File: src/rtl/vga_update_sched.sv
`default_nettype none
// +----------------------------------------------------------------------------+
// | Module      : vga_update_sched                                            |
// | Description : Frame-synchronous display update scheduler. Arbitrates two   |
// |               pattern requesters at vertical-blank entry (round-robin on a |
// |               tie). It commits the winner's pattern during blanking, then  |
// |               rate-limits further updates by HOLD_FRAMES frames.           |
// | Revision    : 1.0 - initial release                                        |
// +----------------------------------------------------------------------------+
module vga_update_sched #(
  parameter int COUNTER_BITS = 10,
  parameter int V_RES        = 480,
  parameter int DATA_W       = 22,
  parameter int HOLD_FRAMES  = 4
) (
  input  logic                    clk_50MHz,
  input  logic                    clear,
  input  logic [COUNTER_BITS-1:0] v_count,
  input  logic                    req_a,
  input  logic [DATA_W-1:0]       data_a,
  input  logic                    req_b,
  input  logic [DATA_W-1:0]       data_b,
  output logic                    gnt_a,
  output logic                    gnt_b,
  output logic [DATA_W-1:0]       disp_out,
  output logic                    frame_tick,
  output logic [7:0]              frame_count,
  output logic                    busy
);

  typedef enum logic [1:0] {
    S_IDLE   = 2'd0,
    S_GRANT  = 2'd1,
    S_COMMIT = 2'd2,
    S_HOLD   = 2'd3
  } state_t;

  localparam logic [3:0]              C_HOLD  = 4'(HOLD_FRAMES);
  localparam logic [COUNTER_BITS-1:0] C_V_RES = COUNTER_BITS'(V_RES);

  state_t              r_state;
  state_t              w_next;
  logic                w_vblank;
  logic                r_vblank_d;
  logic                r_tick;
  logic [7:0]          r_frame_cnt;
  logic                r_win_b;     // registered winner: 1 = B, 0 = A
  logic                r_last_b;    // requester granted most recently: 1 = B
  logic                w_win_b;
  logic                w_arb;
  logic [DATA_W-1:0]   r_shadow;
  logic [DATA_W-1:0]   r_disp;
  logic [3:0]          r_hold_cnt;
  logic                w_gnt_a;
  logic                w_gnt_b;

  assign w_vblank = (v_count >= C_V_RES);

  // Tie goes to whoever was not granted last; a lone requester always wins.
  assign w_win_b = (req_a & req_b) ? ~r_last_b : req_b;
  assign w_arb   = r_tick & (req_a | req_b);

  // Blanking-entry edge detector and frame counter. vblank_d resets high so a
  // release inside blanking waits for the next genuine 0->1 edge.
  always_ff @(posedge clk_50MHz or negedge clear) begin
    if (!clear) begin
      r_vblank_d  <= 1'b1;
      r_tick      <= 1'b0;
      r_frame_cnt <= 8'd0;
    end else begin
      r_vblank_d <= w_vblank;
      r_tick     <= w_vblank & ~r_vblank_d;
      if (r_tick) begin
        r_frame_cnt <= r_frame_cnt + 8'd1;
      end
    end
  end

  // State register.
  always_ff @(posedge clk_50MHz or negedge clear) begin
    if (!clear) begin
      r_state <= S_IDLE;
    end else begin
      r_state <= w_next;
    end
  end

  // Next-state and grant decode; grants come straight from state so a reset
  // in GRANT removes them immediately.
  always_comb begin
    w_next  = r_state;
    w_gnt_a = 1'b0;
    w_gnt_b = 1'b0;
    case (r_state)
      S_IDLE: begin
        if (w_arb) begin
          w_next = S_GRANT;
        end
      end
      S_GRANT: begin
        w_gnt_a = ~r_win_b;
        w_gnt_b = r_win_b;
        w_next  = S_COMMIT;
      end
      S_COMMIT: begin
        w_next = (C_HOLD != 4'd0) ? S_HOLD : S_IDLE;
      end
      S_HOLD: begin
        // The tick that empties the hold counter does not also arbitrate.
        if (r_tick && (r_hold_cnt <= 4'd1)) begin
          w_next = S_IDLE;
        end
      end
      default: w_next = S_IDLE;
    endcase
  end

  // Winner latch, shadow capture, display commit and hold-off counter.
  always_ff @(posedge clk_50MHz or negedge clear) begin
    if (!clear) begin
      r_win_b    <= 1'b0;
      r_last_b   <= 1'b1;
      r_shadow   <= '0;
      r_disp     <= '0;
      r_hold_cnt <= 4'd0;
    end else begin
      if ((r_state == S_IDLE) && w_arb) begin
        r_win_b <= w_win_b;
      end
      if (r_state == S_GRANT) begin
        r_shadow <= r_win_b ? data_b : data_a;
        r_last_b <= r_win_b;
      end
      if (r_state == S_COMMIT) begin
        r_disp     <= r_shadow;
        r_hold_cnt <= C_HOLD;
      end
      if ((r_state == S_HOLD) && r_tick && (r_hold_cnt != 4'd0)) begin
        r_hold_cnt <= r_hold_cnt - 4'd1;
      end
    end
  end

  assign gnt_a       = w_gnt_a;
  assign gnt_b       = w_gnt_b;
  assign disp_out    = r_disp;
  assign frame_tick  = r_tick;
  assign frame_count = r_frame_cnt;
  assign busy        = (r_state != S_IDLE);

endmodule
`default_nettype wire

File: config.mk
export PLATFORM = sky130hd
export DESIGN_NAME = vga_update_sched
export DESIGN_NICKNAME = d
export VERILOG_FILES = /design/src/rtl/vga_update_sched.sv
export SDC_FILE = /design/constraint.sdc
export NUM_CORES = 1
export LEC_CHECK = 0
export ABC_AREA = 1
export BUFFER_PORTS_ARGS = -buffer_cell sky130_fd_sc_hd__clkbuf_2
export CAP_MARGIN = 10
export CORE_ASPECT_RATIO = 0.7
export CORE_MARGIN = 2
export CORE_UTILIZATION = 45
export CTS_CLUSTER_DIAMETER = 100
export DETAILED_ROUTE_END_ITERATION = 6
export PLACE_DENSITY = 0.73
export SLEW_MARGIN = 25
export SYNTH_ARGS = -nofsm -noshare
export SYNTH_HDL_FRONTEND = slang
export SYNTH_SLANG_ARGS = --single-unit
export TNS_END_PERCENT = 100
File: constraint.sdc
create_clock -name clk_50MHz -period 1.3 [get_ports clk_50MHz]
set_input_delay 0.195 -clock clk_50MHz [delete_from_list [all_inputs] [get_ports clk_50MHz]]
set_output_delay 0.195 -clock clk_50MHz [all_outputs]
set_load 0.1 [all_outputs]
### After elaboration in Yosys (flattened, before gate mapping)

Index checks and enable logic that the tools add are counted.

* add/subtract/negate cells: 2
* order comparisons: 2
* equal/unequal tests: 5
* mux-type cells: 9
* bitwise logic cells: 7
* reduce and logical (&&, ||, !) cells: 9

Operators by type and width (count)
* $mux W22: 1
* $ge A10 B9 Y1 const B: 1
* $add A8 B1 Y8 const B: 1
* $mux W4: 2
* $pmux W2 S4: 1
* $eq A2 B2 Y1 const B: 2
* $le A4 B1 Y1 const B: 1
* $logic_and A1 B1 Y1: 4
* $mux W2: 2
* $ne A2 B2 Y1 const B: 2
* $reduce_bool A2 Y1: 2
* $reduce_bool A4 Y1: 1
* $sub A4 B1 Y4 const B: 1
* $and A1 B1 Y1: 3
* $mux W1: 3
* $not A1 Y1: 3
* $eq A2 B1 Y1 const B: 1
* $logic_not A2 Y1: 1
* $reduce_and A2 Y1: 1
* $or A1 B1 Y1: 1

* bits in registers: 62
* input bits: 58

### Longest topological paths before layout

Gate-level depths: netlist of run 1.

* depth in word-level cells: 4
* mapped depth: 9

### Least setup slack after synthesis of run 1

Ideal clock, no wire load.

* path kind: flip-flop to flip-flop
* start point: reg r_frame_cnt[0] (netlist: frame_count[0])
* end point: reg r_frame_cnt[5] (netlist: frame_count[5])
* setup time: 114 ps
* data arrival time: 1623 ps
* required time: 1186 ps
* slack: -438 ps
* cell stages (with the launch flop): 6
* buffers on the path: 0
* clock period less this slack: 1738 ps
* cell sequence: dfrtp_1 inv_1 nor3_4 nand3_1 nand2_1 inv_1

* cells in the longest elaborated chain, start to end: 1

Ends and longest elaborated chain
* start, declared: RTL line 46 `logic [7:0] r_frame_cnt;`
* start signal, assigned: RTL line 74 `r_frame_cnt <= r_frame_cnt + 8'd1;`
* $add A8 B1 Y8: RTL line 74

Every way passes these cells.
A chain may end at the register's enable or synchronous reset.

### Worst setup path after layout of run 1

* start point: reg r_state[1]
* end point: out busy

* cells in the longest elaborated chain, start to end: 1

Ends and longest elaborated chain
* start, declared: RTL line 41 `state_t r_state;`
* start signal, assigned: RTL line 84 `r_state <= w_next;`
* $reduce_bool A2 Y1: RTL line 149 `assign busy = (r_state != S_IDLE);`
* end, declared: RTL line 28 `output logic busy`

Every way passes these cells.

==> impl_metrics.yaml, run 1 <==
run_status:
  status: "finished with violations"
  violations: "setup timing"
yosys:
  synth_cells: 331
  synth_xor_area_share_pct: 1.59
  yosys.area.top_type: "dfrtp_1"
  synth_fa_ha_area_share_pct: 3.18
  synth_top_cell_area_share_pct: 54.4
  synth-simple-area-share_pct: 31.4
  synth_area_sq_mm: 0.00276
  synth_nets: 396
  ys_seq_area_share_pct: 56.4
  synth_compound_gate_area_share_pct: 1.68
  synth.avg_cell_area_sq_um: 8.33
  yosysWarnings: 0
  synth_mux_area_share_pct: 0
  synth_seq_cells: 62
  ys_types: 19
  synth_area_leaders: "dfrtp_1, nand2_1, nand3_1"
  synth_top_family_by_area: "simple AND/OR/NAND/NOR gates"
route:
  drt-initial-drc-count: 130
  route.vias.total: 2719
  viasPerCell: 5.14
  drc_errors: 0
  routedWlPerCell_um: 16.5
  drtPass1Iterations: 7
  drtAntennaViolNets: 0
  wl_mm: 8.71
critical_path:
  r2r_slack_ns: -0.13
  worstSetupEndpoint: "busy"
  r2r-start: "r_state[0]"
  path_class: "flip-flop to output pin"
  arrival_ns: 1.35
  end_kind: "output pin"
  startpoint: "r_state[1]"
  cp_max_fo: 2
  cp.required_ns: 1.11
  worst-r2r-cell-count: 8
  start_kind: "flip-flop"
  r2r_end: "r_shadow[9]"
clocking:
  root_buffer: "clkbuf_8"
  cts_tree: "yes"
  clk_pin_slew_worst_paths_ns: 0.07
  clockBufferDepth: 2
  cts_num_sinks: 62
  cts_buffers: 9
  cts_max_level: 3
  clock_latency_ns: 0.34
timing:
  maxSlewViolCount: 0
  hold_viol: 0
  finalSetupTns_ns: -5.18
  setup_slack_ns: -0.240
  rsz0062_at_grt: "yes"
  fin_skew_ns: 0.00486
  worst_pin_slew_ns: 0.457
  relSlewSlack_pct: 69.2
  timing.fmax_mhz: 649
  fin_crit_sh_pct: 118
  setup_violations: 52
  fin_crit_ns: 1.54
layout:
  postLayoutCoreUtil_pct: 83.7
  fin_nets: 514
  drive_gt1_share_pct: 52.0
  antenna_cells: 0
  stdcell_count: 529
  design_area_sq_mm: 0.00487
  synthToLayoutAreaGrowth_pct: 76.5
  layout_commonest_cell: "nand2_1"
  final_cell_mix: "nand2_1, clkbuf_2, dfrtp_1"
global_routing:
  grt_max_degree: 63
  grt_pass1_wl_mm: 11.5
  grt_overflow: 0
  grt_usage_pct: 21.7
  antenna_found_initial: 0
  first_global_vias: 2512
place:
  dp_cells: 494
  post-place-ws_ns: -0.0858
  place_area_sq_mm: 0.00391
  dpl.hpwl_mm: 4.80
  io_buffers: 86
  gp_congestion: 0.822
floorplan:
  die_x_um: 97.6
  rows: 23
  core_sq_mm: 0.00581
  dieArea_sq_mm: 0.00678
  start_util_pct: 47.4
  die_h_um: 69.5
  io_pins: 92
job:
  maxCapViolations: 0
power:
  peakVddDrop_v: 0.00209
  power.leakage_uw: 0.00264
  pwr_density_cell_mw_per_mm2: 3000
hold_path:
  hold_path_class: "input pin to flip-flop"
## timing repair
action	in CTS	in global routing
hold buffers	1	0
endpoints found under the hold margin	60	0
cloned	0	5
setup buffers	10	4
gates resized for setup	23	126
setup endpoints to repair	45	55
pin swaps	3	29
## registers in the layout, summed over array words and instances (netlist names)
register,count
r_shadow,22
r_state,2
r_hold_cnt,4
frame_tick,1
frame_count,8
r_last_b,1
disp_out,22
r_vblank_d,1
r_win_b,1
## how the worst min path moves through the flow
stage,to,startpoint,depth (start not counted)
floorplan,disp_out[0],clear,0
global placement,frame_count[0],clear,2
detailed placement,frame_count[2],clear,2
CTS,r_vblank_d,v_count[9],3
global route,r_shadow[15],data_b[15],3
finish,r_vblank_d,v_count[9],3
## Yosys cell counts
cell type / number
nand3_1: 35
ha_1: 7
o21ai_0: 6
inv_1: 22
nor3_4: 1
buf_2: 8
nand2_1: 169
inv_2: 1
a21oi_1: 2
a31oi_1: 1
buf_6: 1
nor2_1: 6
dfstp_2: 2
xor2_1: 5
buf_4: 2
inv_4: 1
nand4_2: 1
dfrtp_1: 60
nand4_1: 1
## area by class of cell
cell class              count  area, sq um
multi-input cells         234         1530
clock inverters             4         22.5
fillers                   317          947
flip-flops and latches     62         1580
clock buffers              12          145
repair buffers            118         1390
inverters                  24          106
well taps                  75         93.8
## power breakdown
group	internal [uW]	switching [uW]	total [uW]
clock	734	748	1480
sequential	2840	812	3650
combinational	3700	5750	9440
## metal layers
metal  share of wire (%)  vias to the layer above  GRT usage (%)
li1                    -                     1263              -
met1                  40                     1341           26.2
met2                  53                       99           36.3
met3                 6.0                       16           7.56
met4                 1.6                        0           7.87
met5                   0                        -              0
## metrics by stage
stage / total power [uW] / hold slack, ns
finish: 14600 / 0.0525
global route: 15200 / 0.0553
CTS: 13100 / 0.0407
detailed placement: 11100 / 0.232
global placement: 10900 / 0.229
floorplan: 8210 / -0.101
## worst max-delay path: stages (launching register included)
cell and delay, ns:
dfrtp_1 0.40, inv_2 0.09, buf_6 0.10, ha_4 0.13
clkinvlp_4 0.10, buf_12 0.17
## cells by family (layout without fill, tap and decap cells)
family          Yosys count  count (layout)
simple gates            213             213
flops                    62              62
buf+inv                  35             158
compound gates            9               9
fa+ha+maj                 7               7
xor+xnor                  5               5
Power figures use the tool's default switching activity.
==> run 2: changes to the inputs <==
--- a/config.mk
+++ b/config.mk
@@ -11,6 +11,7 @@
 export CORE_ASPECT_RATIO = 0.7
 export CORE_MARGIN = 2
 export CORE_UTILIZATION = 45
+export CTS_BUF_LIST = sky130_fd_sc_hd__clkbuf_4 sky130_fd_sc_hd__clkbuf_8 sky130_fd_sc_hd__clkbuf_16
 export CTS_CLUSTER_DIAMETER = 100
 export DETAILED_ROUTE_END_ITERATION = 6
 export PLACE_DENSITY = 0.73
==> run 2 against run 1 <==
Effect of this change:
- the flow still finishes with violations (setup timing)
- largest power group unchanged
- sequential share of layout area grew 0.13 points
- clock power about the same
- setup slack got worse by 0.0013 ns
- highest routed layer unchanged
- non-clock buffer count rose by 1
- design area is 0.41% lower
- critical path depth did not move
- sequential power hardly changed
- routed wire length decreased by 1.5%
==> impl_metrics.yaml, run 2 (synthesis results as in run 1) <==
timing:
  fin_crit_ns: 1.54
  rsz0062_at_grt: "yes"
  maxSlewViolCount: 0
  setup_violations: 52
  fin_worst_hold_slack_ns: 0.0550
  worst_pin_slew_ns: 0.416
  setup_slack_ns: -0.242
  timing.fmax_mhz: 649
  relSlewSlack_pct: 72.0
  hold_viol: 0
  fin_crit_sh_pct: 119
  finalSetupTns_ns: -4.48
  fin_skew_ns: 0.00761
global_routing:
  grt_usage_pct: 21.7
  grt_pass1_wl_mm: 11.4
  antenna_found_initial: 0
  grt_overflow: 0
  grt_max_degree: 63
  first_global_vias: 2527
power:
  p_sw_share_pct: 50.0
  combPwrFrac_pct: 64.5
  p_int_uw: 7270
  clkPwrFrac_pct: 10.4
  power.switching_uw: 7270
  pwr_density_cell_mw_per_mm2: 3000
  peakVddDrop_v: 0.00186
  power.leakage_uw: 0.00261
  seqPwrFrac_pct: 25.1
  p_total_uw: 14500
clocking:
  cts_max_level: 3
  clockBufferDepth: 2
  clock_latency_ns: 0.34
  cts_buffers: 9
  clk_pin_slew_worst_paths_ns: 0.07
  cts_tree: "yes"
  root_buffer: "clkbuf_8"
  cts_num_sinks: 62
layout:
  stdcell_count: 530
  fin_nets: 515
  drive_gt1_share_pct: 51.6
  final_cell_mix: "nand2_1, clkbuf_2, dfrtp_1"
  postLayoutCoreUtil_pct: 83.4
  synthToLayoutAreaGrowth_pct: 75.7
  antenna_cells: 0
  layout_commonest_cell: "nand2_1"
place:
  dpl.hpwl_mm: 4.80
  gp_congestion: 0.822
  io_buffers: 86
  dp_cells: 494
critical_path:
  cpPeakStageDelay_ns: 0.40
  end_kind: "output pin"
  path_class: "flip-flop to output pin"
  crit_path_top_delay_cell: "dfrtp_1"
  r2r_slack_ns: -0.13
  cp_max_fo: 2
  start_kind: "flip-flop"
  arrival_ns: 1.35
  cp_cell_sequence: "inv_2 > buf_6 > ha_4 > clkinvlp_4 > buf_12"
  cp.required_ns: 1.11
route:
  viasPerCell: 5.05
  drtAntennaViolNets: 0
  drt-initial-drc-count: 151
  route.vias.total: 2676
  routedWlPerCell_um: 16.2
  drc_errors: 0
  drtPass1Iterations: 4
  wl_mm: 8.58
job:
  maxCapViolations: 0
floorplan:
  die_h_um: 69.5
  dieArea_sq_mm: 0.00678
  rows: 23
  die_x_um: 97.6
  core_sq_mm: 0.00581
  start_util_pct: 47.4
  io_pins: 92
run_status:
  status: "finished with violations"
  violations: "setup timing"
hold_path:
  hold_path_class: "input pin to flip-flop"
[run 2: cell count changes in the layout (fill, tap and decap cells not counted), sizes merged]
cell,before,now
buf,60,61
[run 2: path summary, 6_finish.rpt]
path                            depth (start not counted)             end  startpoint
worst max-delay path                                    5            busy  r_state[1]
worst min-delay path                                    3      r_vblank_d  v_count[9]
worst max register to register                          8    r_shadow[10]  r_state[0]
worst min register to register                          2        r_last_b    r_last_b
max in group asynchronous                               3      r_vblank_d       clear
min in group asynchronous                               3  frame_count[1]       clear
[run 2: layout make-up]
class | instances | area, sq um
timing repair buffer | 119 | 1390
fill | 327 | 967
tap | 75 | 93.8
clock inverter | 4 | 22.5
clock buffer | 12 | 153
multi-input combinational | 234 | 1500
inverter | 24 | 106
sequential | 62 | 1580
[run 2: worst max-delay path: cells and delay by family (launching register included)]
family	cells	cell delay, ns
fa+ha+maj	1	0.13
buf+inv	4	0.48
flops	1	0.40
[run 2: power by group through the flow]
stage | Clock [uW] | Sequential [uW] | Combinational (uW)
after floorplan | 0 | 5950 | 2260
final | 1510 | 3650 | 9380
after global placement | 0 | 3560 | 7360
after global routing | 1640 | 3740 | 9840
after CTS | 1530 | 3600 | 7940
after detailed placement | 0 | 3610 | 7530
[run 2: layer usage]
| layer | vias to the layer above | wire (um) | track usage [%] | share of wire, % |
|---|---|---|---|---|
| met2 | 106 | 4500 | 36.6 | 52 |
| met1 | 1297 | 3490 | 25.9 | 41 |
| met4 | 0 | 73 | 7.87 | 0.85 |
| li1 | 1263 | - | - | - |
| met3 | 10 | 514 | 7.56 | 6.0 |
| met5 | - | 0 | 0 | 0 |
[run 2: timing repair]
| action | 4_1_cts | 5_1_grt |
|---|---|---|
| gates cloned | 0 | 5 |
| resized for setup | 22 | 119 |
| pin swaps | 2 | 24 |
| hold endpoints to repair | 60 | 0 |
| setup buffers | 10 | 5 |
| hold buffers | 1 | 0 |
| setup endpoints to repair | 45 | 54 |
[run 2: per-stage QoR]
stage | instance area (sq um) | worst slack, ns
after detailed placement | 3910 | -0.0858
after floorplan | 2820 | -0.236
after global placement | 3910 | -0.0170
after CTS | 4240 | -0.241
final | 4850 | -0.242
after global routing | 4850 | -0.300
==> run 3: changes to the inputs <==
--- a/config.mk
+++ b/config.mk
@@ -8,13 +8,13 @@
 export ABC_AREA = 1
 export BUFFER_PORTS_ARGS = -buffer_cell sky130_fd_sc_hd__clkbuf_2
 export CAP_MARGIN = 10
-export CORE_ASPECT_RATIO = 0.7
 export CORE_MARGIN = 2
-export CORE_UTILIZATION = 45
+export CORE_UTILIZATION = 50
 export CTS_BUF_LIST = sky130_fd_sc_hd__clkbuf_4 sky130_fd_sc_hd__clkbuf_8 sky130_fd_sc_hd__clkbuf_16
 export CTS_CLUSTER_DIAMETER = 100
 export DETAILED_ROUTE_END_ITERATION = 6
-export PLACE_DENSITY = 0.73
+export HOLD_SLACK_MARGIN = 0.08
+export PLACE_DENSITY = 0.79
 export SLEW_MARGIN = 25
 export SYNTH_ARGS = -nofsm -noshare
 export SYNTH_HDL_FRONTEND = slang
==> run 3 against run 2 <==
Effect of this change:
- the flow still finishes with violations (setup timing)
- fmax decreased by 9.0%
- utilization increased by 10 points
- combinational power increased by 4.5%
==> impl_metrics.yaml, run 3 (synthesis results as in run 1) <==
run_status:
  status: "finished with violations"
  violations: "setup timing"
layout:
  antenna_cells: 0
  stdcell_count: 553
  postLayoutCoreUtil_pct: 93.5
  fin_nets: 542
  final_cell_mix: "nand2_1, clkbuf_2, dfrtp_1"
  design_area_sq_mm: 0.00505
  synthToLayoutAreaGrowth_pct: 83.2
  layout_commonest_cell: "nand2_1"
  drive_gt1_share_pct: 44.7
power:
  seqPwrFrac_pct: 25.0
  p_int_uw: 7310
  p_total_uw: 15700
  peakVddDrop_v: 0.00181
  pwr_density_cell_mw_per_mm2: 3100
  p_sw_share_pct: 53.3
  clkPwrFrac_pct: 12.4
  combPwrFrac_pct: 62.6
  power.switching_uw: 8340
  power.leakage_uw: 0.00264
floorplan:
  core_sq_mm: 0.00541
  io_pins: 92
  dieArea_sq_mm: 0.00613
  die_h_um: 78.3
  die_x_um: 78.3
  start_util_pct: 51.0
  rows: 27
route:
  route.vias.total: 3548
  wl_mm: 14.7
  drt-initial-drc-count: 461
  drtAntennaViolNets: 0
  drtPass1Iterations: 5
  viasPerCell: 6.42
  routedWlPerCell_um: 26.6
  drc_errors: 0
hold_path:
  hold_path_class: "input pin to flip-flop"
place:
  place_area_sq_mm: 0.00390
  gp_congestion: 0.820
  dpl.hpwl_mm: 4.98
  io_buffers: 86
  dp_cells: 489
clocking:
  root_buffer: "clkbuf_8"
  cts_num_sinks: 62
  clockBufferDepth: 2
  cts_buffers: 9
  clock_latency_ns: 0.37
  cts_max_level: 3
  clk_pin_slew_worst_paths_ns: 0.08
  cts_tree: "yes"
timing:
  fin_crit_sh_pct: 130
  fin_skew_ns: 0.0195
  setup_slack_ns: -0.394
  worst_pin_slew_ns: 0.693
  timing.fmax_mhz: 590
  maxSlewViolCount: 0
  hold_viol: 0
  fin_worst_hold_slack_ns: 0.0614
  setup_violations: 38
  fin_crit_ns: 1.69
  relSlewSlack_pct: 53.3
  rsz0062_at_grt: "yes"
critical_path:
  start_kind: "flip-flop"
  path_class: "flip-flop to flip-flop"
  cp_max_fo: 2
  end_kind: "flip-flop"
  cp.required_ns: 1.55
  arrival_ns: 1.94
global_routing:
  grt_overflow: 0
  grt_pass1_wl_mm: 15.1
  first_global_vias: 3146
  grt_max_degree: 63
  antenna_found_initial: 0
  grt_usage_pct: 32.8
job:
  maxCapViolations: 0
[run 3: per-layer routing]
metal	vias to the layer above	part of all wire (%)	global-route usage, %
met1	1654	31	33.4
li1	1315	-	-
met4	0	10	22.3
met2	423	46	59.7
met5	-	0	0
met3	156	13	7.01
[run 3: critical path, stage by stage, from the launching register on]
cell        delay (ns)
dfrtp_1           0.41
inv_2             0.10
buf_6             0.12
ha_4              0.15
clkinvlp_4        0.13
buf_4             0.16
buf_4             0.14
nor2_4            0.13
nand3_2           0.09
o21ai_1           0.15
[run 3: worst paths after layout]
kind,startpoint,to,slack [ns],cells after the start
setup / recovery,r_state[1],r_win_b,-0.39,9
hold / removal,data_b[19],r_shadow[19],0.06,3
setup reg to reg,r_state[1],r_win_b,-0.39,9
hold reg to reg,r_shadow[15],disp_out[15],0.53,2
max in group asynchronous,clear,r_vblank_d,0.56,3
min in group asynchronous,clear,r_shadow[17],0.42,3
[run 3: what timing repair did]
item,CTS,global route
gates resized for setup,19,102
cloned,0,3
setup endpoints to repair,39,54
endpoints found under the hold margin,81,3
buffers inserted,6,6
pin swaps,2,30
hold buffers,33,3
[run 3: power by group through the flow]
stage / Sequential, uW / Combinational (uW) / Clock (uW)
after floorplan: 5950 / 2260 / 0
after global placement: 3550 / 7320 / 0
after detailed placement: 3620 / 7530 / 0
after CTS: 3610 / 7880 / 1780
after global routing: 3910 / 10000 / 1970
final: 3910 / 9800 / 1940
[run 3: cell type report]
| class | instances | area (sq um) |
|---|---|---|
| Clock buffer | 12 | 165 |
| Clock inverter | 3 | 42.5 |
| Fill cell | 129 | 353 |
| Inverter | 24 | 109 |
| Multi-Input combinational cell | 234 | 1470 |
| Sequential cell | 62 | 1580 |
| Tap cell | 72 | 90.1 |
| Timing Repair Buffer | 146 | 1600 |
[run 3: per-stage QoR]
step                      worst slack (ns)  TNS, ns
after floorplan                     -0.236   -0.430
after global placement             -0.0264  -0.0438
after detailed placement           -0.0348   -0.365
after CTS                           -0.223   -0.659
after global routing                -0.423    -4.66
final                               -0.394    -3.90
